## src/rtl/fetch_stage_pkg.sv

```systemverilog
// -----------------------------------------------------------------------------
// fetch_stage_pkg
// Shared definitions for the fetch front end: datapath width, default PC
// values, instruction-memory latency and the fetch slot record carried down
// the delay line that tracks in-flight memory reads.
// -----------------------------------------------------------------------------
package fetch_stage_pkg;

  localparam int XLEN         = 32;
  localparam int IMEM_LATENCY = 2;

  localparam logic [XLEN-1:0] RESET_PC_DEFAULT = 32'h0000_0000;
  localparam logic [XLEN-1:0] PC_STEP_DEFAULT  = 32'd4;

  // One in-flight fetch: the PC that was issued to memory and whether the
  // word that comes back for it is a real instruction.
  typedef struct packed {
    logic [XLEN-1:0] pc;
    logic            valid;
  } fetch_slot_t;

endpackage

```

## src/rtl/fetch_delay_line.sv

```systemverilog
// -----------------------------------------------------------------------------
// fetch_delay_line
// Shift register of fetch slots, one entry per cycle of instruction-memory
// latency, so the slot leaving the last entry lines up with the word that
// memory returns in the same cycle.
//
// Ports:
//   clk      in   clock
//   rst      in   synchronous active-high reset; zeroes every entry
//   hold     in   keep every entry unchanged (wins over clear)
//   clear    in   drop the valid bit of every entry (squash wrong path)
//   in_slot  in   slot issued to memory this cycle
//   out_slot out  slot whose memory word arrives this cycle
// -----------------------------------------------------------------------------
module fetch_delay_line
  import fetch_stage_pkg::*;
(
  input  logic        clk,
  input  logic        rst,
  input  logic        hold,
  input  logic        clear,
  input  fetch_slot_t in_slot,
  output fetch_slot_t out_slot
);

  fetch_slot_t r_slot [IMEM_LATENCY];

  for (genvar gi = 0; gi < IMEM_LATENCY; gi++) begin : g_entry
    fetch_slot_t w_src;

    if (gi == 0) begin : g_head
      assign w_src = in_slot;
    end else begin : g_body
      assign w_src = r_slot[gi-1];
    end

    always_ff @(posedge clk) begin
      if (rst) begin
        r_slot[gi] <= '0;
      end else if (hold) begin
        r_slot[gi] <= r_slot[gi];
      end else if (clear) begin
        // PC bits are left as they are; only validity matters for a bubble.
        r_slot[gi].valid <= 1'b0;
      end else begin
        r_slot[gi] <= w_src;
      end
    end
  end

  assign out_slot = r_slot[IMEM_LATENCY-1];

endmodule

```

## src/rtl/fetch_stage.sv

```systemverilog
// -----------------------------------------------------------------------------
// fetch_stage
// Front-end stage feeding decode. Owns the PC, presents it to instruction
// memory every cycle and carries each issued PC through a delay line that
// matches the memory read latency, so pc_out/bubble_out accompany the word
// decode is consuming. Applies halt > flush > stall > advance.
//
// Optional build macro: FETCH_PERF_EN adds the fetch_count and stall_count
// performance counter ports and their logic.
//
// Ports:
//   clk           in   clock
//   rst           in   synchronous active-high reset
//   stall         in   decode stall; freeze PC and delay line
//   flush         in   redirect from back end
//   flush_target  in   new PC when flush=1 (no alignment check)
//   halt          in   freeze all state
//   mem_addr      out  instruction-memory read address (current PC)
//   pc_out        out  PC of the word arriving at decode this cycle
//   bubble_out    out  arriving word is invalid
//   fetch_count   out  valid instructions delivered   (FETCH_PERF_EN)
//   stall_count   out  stalled, non-halted cycles      (FETCH_PERF_EN)
// -----------------------------------------------------------------------------
module fetch_stage
  import fetch_stage_pkg::*;
#(
  parameter logic [XLEN-1:0] RESET_PC = RESET_PC_DEFAULT,
  parameter logic [XLEN-1:0] PC_STEP  = PC_STEP_DEFAULT
) (
  input  logic            clk,
  input  logic            rst,
  input  logic            stall,
  input  logic            flush,
  input  logic [XLEN-1:0] flush_target,
  input  logic            halt,
  output logic [XLEN-1:0] mem_addr,
  output logic [XLEN-1:0] pc_out,
  output logic            bubble_out
`ifdef FETCH_PERF_EN
  ,
  output logic [XLEN-1:0] fetch_count,
  output logic [XLEN-1:0] stall_count
`endif
);

  logic [XLEN-1:0] r_pc;
  logic [XLEN-1:0] w_pc_next;
  logic            w_hold;
  fetch_slot_t     w_issue_slot;
  fetch_slot_t     w_arrive_slot;

  // Halt freezes everything regardless of flush; a plain stall only holds
  // when no flush is pending, since the redirect must take effect.
  assign w_hold = halt | (stall & ~flush);

  always_comb begin
    w_pc_next = r_pc + PC_STEP;  // modulo 2^XLEN wrap is intended
    if (halt) begin
      w_pc_next = r_pc;
    end else if (flush) begin
      w_pc_next = flush_target;
    end else if (stall) begin
      w_pc_next = r_pc;
    end
  end

  always_ff @(posedge clk) begin
    if (rst) begin
      r_pc <= RESET_PC;
    end else begin
      r_pc <= w_pc_next;
    end
  end

  assign w_issue_slot = '{pc: r_pc, valid: 1'b1};

  fetch_delay_line u_delay_line (
    .clk      (clk),
    .rst      (rst),
    .hold     (w_hold),
    .clear    (flush),
    .in_slot  (w_issue_slot),
    .out_slot (w_arrive_slot)
  );

  assign mem_addr   = r_pc;
  assign pc_out     = w_arrive_slot.pc;
  assign bubble_out = ~w_arrive_slot.valid;

`ifdef FETCH_PERF_EN
  logic [XLEN-1:0] r_fetch_count;
  logic [XLEN-1:0] r_stall_count;

  always_ff @(posedge clk) begin
    if (rst) begin
      r_fetch_count <= '0;
      r_stall_count <= '0;
    end else if (!halt) begin
      // A word counts as delivered only when decode actually accepts it.
      if (w_arrive_slot.valid && !stall && !flush) begin
        r_fetch_count <= r_fetch_count + 1'b1;
      end
      if (stall) begin
        r_stall_count <= r_stall_count + 1'b1;
      end
    end
  end

  assign fetch_count = r_fetch_count;
  assign stall_count = r_stall_count;
`endif

endmodule

```

## config.mk

```make
export PLATFORM = sky130hd
export DESIGN_NAME = fetch_stage
export DESIGN_NICKNAME = d
export VERILOG_FILES = /design/src/rtl/fetch_stage_pkg.sv /design/src/rtl/fetch_delay_line.sv /design/src/rtl/fetch_stage.sv
export SDC_FILE = /design/constraint.sdc
export NUM_CORES = 1
export LEC_CHECK = 0
export CAP_MARGIN = 5
export CORE_ASPECT_RATIO = 2
export CORE_UTILIZATION = 46
export CTS_CLUSTER_SIZE = 8
export DETAILED_ROUTE_END_ITERATION = 8
export PLACE_DENSITY = 0.79
export SYNTH_ARGS = -nofsm -noshare
export SYNTH_HDL_FRONTEND = slang
export SYNTH_SLANG_ARGS = --single-unit
```

## constraint.sdc

```tcl
create_clock -name clk -period 3.48 [get_ports clk]
set_input_delay 0.696 -clock clk [delete_from_list [all_inputs] [get_ports clk]]
set_output_delay 0.696 -clock clk [all_outputs]
set_load 0.02 [all_outputs]
```

After elaboration in Yosys (flattened, before gate mapping)
Memory sizes are Yosys's and may differ from the RTL's.
Index checks and enable logic that the tools add are counted.
{ "op_classes": {"addsub": 1, "reduce_logical": 1, "eq_ne": 1, "mux": 23, "bitwise": 13} }
{ "op_table": {"columns": ["op", "n"], "rows": [
  ["$mux W32", 4],
  ["$mux W33", 2],
  ["$add A32 B3 Y32 const B", 1],
  ["$mux W1", 17],
  ["$or A1 B1 Y1", 9],
  ["$not A1 Y1", 3],
  ["$ne A2 B1 Y1 const B", 1],
  ["$reduce_and A2 Y1", 1],
  ["$and A1 B1 Y1", 1]
]} }
{ "totals": {"ramBits": 66, "word_cells": 41, "input_bits": 37, "register_bits": 32, "output_inout_bits": 65, "memories": 1} }
{ "mem_list": {"columns": ["name", "words", "word_bits", "rd", "rd_clocked_by_memory_dff", "write_ports", "line_no", "source"], "rows": [
  ["u_delay_line.r_slot", 2, 33, 2, 0, 2, "fetch_delay_line.sv:26", "fetch_slot_t r_slot [IMEM_LATENCY];"]
]} }

Logic depth before layout (Yosys ltp)
Gate-level depths: netlist (run 1).
{ "logic_depth": {"depth_word": 9, "ltp_mapped": 7, "depth_no_buf": 7} }

Modules after synthesis
Synthesis (run 1) repeated with hierarchy kept, for this count alone.
{ "hier_totals": {"hier_cells": 427, "area_unflattened_um2": 4798.4} }
{ "by_module_without_submodules": {"columns": ["module", "cells_per_inst", "area_per_inst_um2", "n_inst"], "rows": [
  ["fetch_delay_line", 148, 2730.1, 1],
  ["fetch_stage", 279, 2068.2, 1]
]} }

Worst setup path before layout (run 1)
No wires, ideal clock.
{ "synth_path": {"kind": "input to register", "startpoint": "in halt", "endpoint": "mem u_delay_line.r_slot[0][10] (netlist name), enable pin", "path_stages": 5, "path_slack_ns": -0.173, "t_required_ns": 3.048, "t_arrival_ns": 3.221, "cell_sequence": "clkbuf_1 > or4_1 > clkbuf_1 > clkbuf_1 > nand2b_1"} }
{ "synth_lines": {"columns": ["element", "line_no", "source"], "rows": [
  ["from (decl)", "fetch_stage.sv:35", "input logic halt,"],
  ["to (decl)", "fetch_delay_line.sv:26", null]
]} }

Worst setup path in the final report (run 1)
{ "layout_path": {"startpoint": "in flush", "endpoint": "reg r_pc[31] (netlist: mem_addr[31])"} }
{ "layout_via": {"elab_chain_cells": 2, "word_cells_on_any_way": 3, "classes_between": "eq/ne: 1; mux: 1; reduce/logical: 1"} }
{ "layout_lines": {"columns": ["element", "line_no", "source"], "rows": [
  ["from (decl)", "fetch_stage.sv:33", "input logic flush,"],
  ["$ne A2 B1 Y1 (no source line)", null, null],
  ["$reduce_and A2 Y1 (no source line)", null, null],
  ["to (signal assigned)", "fetch_stage.sv:71", "r_pc <= w_pc_next;"],
  ["to (decl)", "fetch_stage.sv:46", "logic [XLEN-1:0] r_pc;"]
]} }
Several ways; a longest one is shown, not always the timed one.
A chain may end at the register's enable or synchronous reset.

==> results summary, run 1 <==
The number of instances on the worst hold path is 1. The final-layout worst hold slack is 517 ps. The first-pass GRT wire length is 16,300 um.

The minimum clock period after layout is 2520 ps. After the last flow step, the layout net total stands at 542. The most used flip-flop cell after synthesis is sky130_fd_sc_hd__edfxtp_1. For the worst setup path, the data required time is 3700 ps. The startpoint of the worst register-to-register path is mem_addr[10].

Global routing finished with a remaining overflow of 0. The TritonCTS sink count came out at 98. 0 antenna diodes ended up in the layout.

The post-cts gate resize count is 0. The die width is 72.7 um. The count of mapped cells out of synthesis came out at 437.

The worst-case IR drop observed on VDD is 0.234 mV. The gate family responsible for the most delay along the worst path is simple AND/OR/NAND/NOR gates. The routed layout has 3,517 vias.

Traced cell by cell, the critical path runs through clkdlybuf4s50_1 > nor2b_1 > or3_1 > nor3b_1 > mux2_2 > a221o_1. The number of global-route vias before repair is 3,358. The number of buffers on the longest clock path came out at 2. The largest individual stage delay along the critical path comes from the cell sky130_fd_sc_hd__clkdlybuf4s50_1. The share of total power dissipated in sequential elements is 0.485. The area growth from synthesis to layout came out at 27.6%. The worst reg2reg path depth came out at 5. The critical path data arrival time is 2740 ps.

The min-delay analysis places its worst path in the category reg -> reg. The distinct cell type count of the synthesized netlist came out at 55. The critical path in this run is classified as in -> reg. In the global route stage, overall resource usage came out at 0.207. Setup violations remaining at the end of the flow were counted as 0. Counting flops and latches in the post-synthesis netlist gives 98. The cell taking the most area after synthesis is sky130_fd_sc_hd__edfxtp_1.

The warning count from the yosys run is 0. The sequential fraction of the synthesis area is 0.570. In the final layout, the share of cells above drive strength 1 is 0.0707. The pin count of the biggest net entering global routing is 65. The detailed router put a total of 4030 um of wire on met1.

Setup repair after global routing left no endpoint under its margin. Routability-driven placement finished with a final weighted congestion of 0.909. The buffering stage count on the worst path with inverters included is 1. The worst setup path is launched from an input port. The async set-reset flop share out of synthesis is 0. The worst reg-to-reg setup slack is 1180 ps. The post-CTS setup repair buffer count came out at 0.

The largest stage delay on the critical path is 690 ps. In this run the tightest slew margin relative to its limit is 0.352. The wire length on met2 is 5610 um. The number of hold violations in the final report came out at 0. The wire length per cell after detailed routing is 16.1 um. The detailed-routing iteration count for the pre-antenna-repair pass is 5. After routing the design area is 5870 um^2.

The number of placement rows came out at 51. When the netlist entered floorplanning its net count stood at 475. The area share of the largest cell type after synthesis is 0.431. After synthesis, the cell types taking the most area are sky130_fd_sc_hd__edfxtp_1 43%, sky130_fd_sc_hd__dfxtp_1 14%, sky130_fd_sc_hd__and2_1 8.0%. The violation count after the first detailed-route iteration is 294. The flow ran to the end, and the final reports show no timing, DRC or antenna violations. The transition at the pin with the smallest max-transition slack came out at 964 ps. The number of maximum-capacitance violations is 0.

Of the total power, combinational logic draws 0.113. The internal portion of the total power is 2.17 mW. In this run the static leakage power is 2.11 nW.

The final routed DRC violation total is 0. The clock latency on the worst-skew pair came out at 340 ps. The net switching power figure came out at 0.636 mW. The count of flip-flops with a built-in enable after synthesis came out at 66.

The max-slew violation total from the final report is 0. The instance area after placement came out at 5520 um^2. The remaining antenna violation count after routing is 0. For this design the ratio of total power to cell area is 478 nW/um^2. The clock tree skew after final layout is 7.46 ps. The number of buffers inserted by port buffering is 101.

The startpoint identified for the worst hold timing path is u_delay_line.r_slot[0][2]. The synthesized area per cell is 10.5 um^2. The initial antenna violation count is 0. Along the worst path, the maximum fanout reaches 15. The highest routing layer actually used is met4. The y dimension of the die came out at 143 um.

The placed wire-length estimate after detailed placement is 7490 um. The setup TNS after final layout came out at 0 ps. The region available for standard cell placement spans 9700 um^2. The clock share of power came out at 0.402. The deepest level of the CTS H-tree is 3. The post-route fraction of the period consumed by the critical path came out at 0.725. Summing every instance area after synthesis gives 4600 um^2. The path with the worst hold slack has its endpoint at u_delay_line.r_slot[1][2]. The fraction of power spent switching nets came out at 0.227. The via-per-instance ratio is 5.49.

For this configuration, the core starts out at a cell density of 0.474. The met3 wirelength from detailed routing came out at 462 um. The number of buffers added to fix hold violations after cts came out at 0. TritonCTS built the clock tree. The die covers 10,400 um^2. During I/O placement, the number of pins put on the boundary was 102. The fmax came out at 396 MHz. Wires add up to 10,300 um. STA classifies the critical path endpoint as a flip-flop.

The library cell used as clock root buffer is sky130_fd_sc_hd__clkbuf_16. The clock input transition at the sequential cells of the worst setup and hold paths came out at 60 ps. The endpoint identified for the worst register-to-register timing path is mem_addr[28]. The number of buffers added by the clock tree synthesis step is 9.
==> worst max path at each step <==
stage,cells past startpoint,slack [ps],to,from
2_1_floorplan,5,540,u_delay_line.r_slot[0][10],halt
3_3_place_gp,4,680,u_delay_line.r_slot[0][19],flush
3_5_place_dp,6,630,mem_addr[28],flush
4_1_cts,6,980,mem_addr[28],flush
5_1_grt,6,810,mem_addr[28],flush
6_report,6,960,mem_addr[31],flush
==> synthesized netlist by cell type, types with 2 or more instances <==
cell type,number
sky130_fd_sc_hd__edfxtp_1,66
sky130_fd_sc_hd__and2_1,59
sky130_fd_sc_hd__nand2_1,39
sky130_fd_sc_hd__buf_4,32
sky130_fd_sc_hd__dfxtp_1,32
sky130_fd_sc_hd__o21ai_0,32
sky130_fd_sc_hd__nor2_1,25
sky130_fd_sc_hd__nand3_1,18
sky130_fd_sc_hd__clkbuf_1,17
sky130_fd_sc_hd__a21oi_1,16
sky130_fd_sc_hd__inv_1,9
sky130_fd_sc_hd__nand4_1,9
sky130_fd_sc_hd__nor4_1,8
sky130_fd_sc_hd__a22oi_1,7
sky130_fd_sc_hd__nor3_1,7
sky130_fd_sc_hd__mux2i_1,5
sky130_fd_sc_hd__o211ai_1,5
sky130_fd_sc_hd__a31oi_1,4
sky130_fd_sc_hd__a32oi_1,3
sky130_fd_sc_hd__and3_1,3
sky130_fd_sc_hd__a221o_1,2
sky130_fd_sc_hd__and3_2,2
sky130_fd_sc_hd__buf_6,2
sky130_fd_sc_hd__nand2b_1,2
sky130_fd_sc_hd__nor2b_1,2
sky130_fd_sc_hd__or4_1,2
==> per-stage QoR <==
step / utilization / power, mW / setup WS, ps / cells
floorplan: - / 1.55 / 538 / 437
global placement: 0.569 / 1.69 / 680 / 625
detailed placement: 0.569 / 1.70 / 634 / 625
CTS: 0.605 / 2.81 / 983 / 641
global route: 0.605 / 2.89 / 814 / 641
finish: 0.605 / 2.80 / 958 / 641
==> flip-flops by register name (all words and copies together), names as in the netlist <==
register	flops
mem_addr	32
u_delay_line.r_slot	66
==> power groups by stage <==
| stage | combinational [mW] | sequential [mW] | clock (mW) |
|---|---|---|---|
| 2_1_floorplan | 0.161 | 1.39 | 0 |
| 3_3_place_gp | 0.312 | 1.38 | 0 |
| 3_5_place_dp | 0.315 | 1.38 | 0 |
| 4_1_cts | 0.316 | 1.36 | 1.14 |
| 5_1_grt | 0.337 | 1.37 | 1.19 |
| 6_report | 0.315 | 1.36 | 1.13 |
==> layout by cell type (no fill, tap or decap), drive strengths merged, types with 2 or more instances in the layout <==
master         count
nor3               7
or3                2
and2              60
a31oi              4
nand2b             2
or4                3
buf                8
mux2i              5
clkinvlp           2
bufinv             3
a21oi             16
nand4             10
a221o              2
clkdlybuf4s50    101
and3               5
edfxtp            66
a22oi              7
nand3             18
inv               11
nor2b              2
nor2              25
nor4               9
dfxtp             32
o211ai             5
nand2             39
clkbuf             9
a32oi              3
o21ai             32
==> routing by layer <==
metal	track usage	vias to the layer above
met3	0.0351	20
met4	0.123	0
met5	0	-
met2	0.362	142
li1	-	1679
met1	0.231	1676
==> logic make-up after synthesis <==
kind of cell / Yosys count / synth area share
muxes: 6 / 0.0133
and+or+nand+nor: 190 / 0.227
buffers and inverters: 63 / 0.0819
DFF: 98 / 0.570
adders and majority gates: 1 / 0.00272
other: 1 / 0.000816
xor gates and xnor gates: 1 / 0.00191
AOI/OAI and AO/OA: 77 / 0.102
==> layout make-up <==
| class | instances | area [um^2] |
|---|---|---|
| clock buffers | 9 | 225 |
| repair buffers | 109 | 1080 |
| clock inverters | 7 | 123 |
| flip-flops and latches | 98 | 2620 |
| multi-input cells | 276 | 1610 |
| well taps | 132 | 165 |
| fillers | 821 | 3830 |
| inverters | 10 | 37.5 |
No activity file was read; power rests on OpenSTA's default activity.
==> run 2, diff against run 1 <==
- clock period: 3.48 -> 2.2 ns (I/O delays scaled with it)
==> run 2 against run 1 <==
Compared with the run above:
- non-clock buffer count up 38
- clock skew down 0.69 ps
- power up 47%
- critical endpoint is now mem_addr[28]
- highest routed layer unchanged
==> results summary, run 2 (synthesized netlist as in run 1, its figures left out) <==
The flow ran to the end, and the final reports show no timing, DRC or antenna violations. The startpoint identified for the worst register-to-register timing path is mem_addr[17]. The aggregate global routing overflow came out at 0. The instance area after placement is 5820 um^2.

Across all register-to-register paths, the minimum setup slack is 100 ps. Once layout is done, the placed cells without fillers occupy 6100 um^2. The placed wire-length estimate after detailed placement came out at 8130 um. The die width came out at 72.7 um.

The fmax came out at 476 MHz. The fraction of the core area covered by cells at the end of the flow is 0.629. Entering global routing, the biggest net connects 36 pins. The most critical setup path has its startpoint at mem_addr[17].

The deepest level of the CTS H-tree is 3. The initial antenna violation count came to 0. The worst setup path is launched from a flip-flop.

Across every metal layer, demand over resource in global routing totals 0.225. The number of placement rows is 51. The starting utilization of the core area came out at 0.474.

Dividing the detail-routed wire length by the instance count gives 16.3 um. The final routed DRC violation total is 0. The detailed-route via count came out at 3,697. The core footprint is 9700 um^2. The max-slew violation total from the final report is 0. The y dimension of the die is 143 um. Of the cells placed in the final design, the portion with a size suffix greater than 1 is 0.133. The library cell used as clock root buffer is sky130_fd_sc_hd__clkbuf_16. The met1 routing resource usage after global routing came out at 0.239. The worst setup path is of the reg -> reg kind. The number of hold violations in the final report came out at 0.

The remaining antenna violation count after routing came out at 0. The layout filler cell count came out at 828. The transition at the pin with the smallest max-transition slack is 582 ps. The worst reg2reg path depth is 5. The area growth from synthesis to layout came out at 32.6%. The repair_antennas step left the layout with diodes totalling 0. The leakage power came out at 2.28 nW. The number of buffers inserted by port buffering is 101. Along the worst hold path, the cell count comes to 1.

The violation count after the first detailed-route iteration is 218. Setup repair after global routing left no endpoint under its margin. The endpoint class of the critical path is a flip-flop. For met3 alone, demand over resource in global routing was 0.0386. The clock tree skew after final layout came out at 6.78 ps. The first-pass GRT wire length is 17,400 um. The tightest min-delay check is of the reg -> reg type.

Data on the critical path arrives at its endpoint at 2380 ps. The number of flip-flops in the largest register came out at 66. u_delay_line.r_slot holds more flip-flops than any other register. The library cells used most frequently in the layout, excluding fill and tap cells, are 101 x sky130_fd_sc_hd__clkdlybuf4s50_1, 66 x sky130_fd_sc_hd__edfxtp_1, 59 x sky130_fd_sc_hd__and2_1. The worst-case vdd ir drop came out at 0.379 mV.

After the last flow step, the layout net total stands at 580. The most frequent standard cell in the layout excluding fill and tap cells is sky130_fd_sc_hd__clkdlybuf4s50_1. The clock input transition at the sequential cells of the worst setup and hold paths came out at 60 ps. The via-per-instance ratio came out at 5.44. The worst slew margin relative to its limit is 0.611. The endpoint identified for the worst register-to-register timing path is mem_addr[28]. For the worst setup path, the data required time is 2490 ps. Setup violations remaining at the end of the flow were counted as 0.

The most used routing layer is met2. The capturing element of the worst setup path is mem_addr[28]. The die covers 10,400 um^2. In the finished design, the share of the clock period the worst path needs comes to 0.954.

The power density over the cells came out at 677 nW/um^2. The post-detailed-routing wire length is 11,100 um. The minimum clock period after layout came out at 2100 ps. The TritonCTS sink count is 98.

The largest driver fanout on the critical path came out at 4. The number of buffers added by the clock tree synthesis step came out at 9. The number of buffers on the longest clock path is 2. The number of global-route vias before repair came out at 3,569. TritonCTS built the clock tree. The pre-antenna-repair detailed-routing pass consisted of 4 iterations.

The number of maximum-capacitance violations is 0. The routability congestion estimate from global placement is 1.02. The later pin in the worst-skew pair is clocked with a latency of 350 ps.

The number of top-level pins came out at 102. In the global route stage, met2 resource usage came out at 0.390.
==> run 2: cell count changes in the layout (fill, tap and decap cells not counted), sizes merged <==
| cell | change |
|---|---|
| clkinv | +4 |
| buf | +38 |
| clkinvlp | -1 |
| bufinv | -3 |
==> run 2: final cells by class <==
type	count	area [um^2]	area share
clock inverters	7	43.8	0.00718
inverters	10	37.5	0.00616
well taps	132	165	0.0271
flip-flops and latches	98	2620	0.430
clock buffers	9	225	0.0369
multi-input cells	276	1620	0.266
repair buffers	147	1380	0.227
==> run 2: worst min-delay path by stage <==
stage	start	to	slack, ps
2_1_floorplan	u_delay_line.r_slot[0][10]	u_delay_line.r_slot[1][10]	500
3_3_place_gp	mem_addr[1]	mem_addr[1]	490
3_5_place_dp	u_delay_line.r_slot[0][25]	u_delay_line.r_slot[1][25]	500
4_1_cts	u_delay_line.r_slot[0][2]	u_delay_line.r_slot[1][2]	520
5_1_grt	mem_addr[0]	mem_addr[0]	540
6_report	u_delay_line.r_slot[0][28]	u_delay_line.r_slot[1][28]	520
==> run 2: routing by layer <==
metal	wire length [um]	vias to the layer above
met2	5890	177
met5	0	-
met1	3940	1724
met4	655	0
li1	-	1750
met3	613	46
==> run 2: worst max-delay path, cell delays in order, from the launching register on <==
cell	delay (ps)
sky130_fd_sc_hd__dfxtp_1	350
sky130_fd_sc_hd__nand4_2	180
sky130_fd_sc_hd__or4_4	550
sky130_fd_sc_hd__or3_4	440
sky130_fd_sc_hd__or4_1	420
sky130_fd_sc_hd__nand3_1	90
==> run 2: stage by stage <==
stage	setup TNS (ps)	std cells	setup slack (ps)	hold WS (ps)	total power [mW]
global route	0	679	30.3	538	4.26
CTS	0	679	116	518	4.14
detailed placement	-15100	663	-372	503	2.74
global placement	-9560	663	-299	492	2.72
floorplan	-1190	437	-18.5	497	2.46
finish	0	679	101	517	4.13
==> run 2: report_power, final <==
| group | switching [mW] | leakage, nW | internal, mW |
|---|---|---|---|
| Combinational | 0.293 | 1.20 | 0.278 |
| Sequential | 0.0622 | 0.947 | 2.07 |
| Clock | 0.664 | 0.133 | 0.764 |
| Total | 1.02 | 2.28 | 3.11 |
==> run 2: what timing repair did <==
item,in CTS,in global routing
endpoints found under the setup margin,1,0
setup buffers,0,0
hold endpoints to repair,0,0
hold buffers,0,0
gates resized for setup,1,0
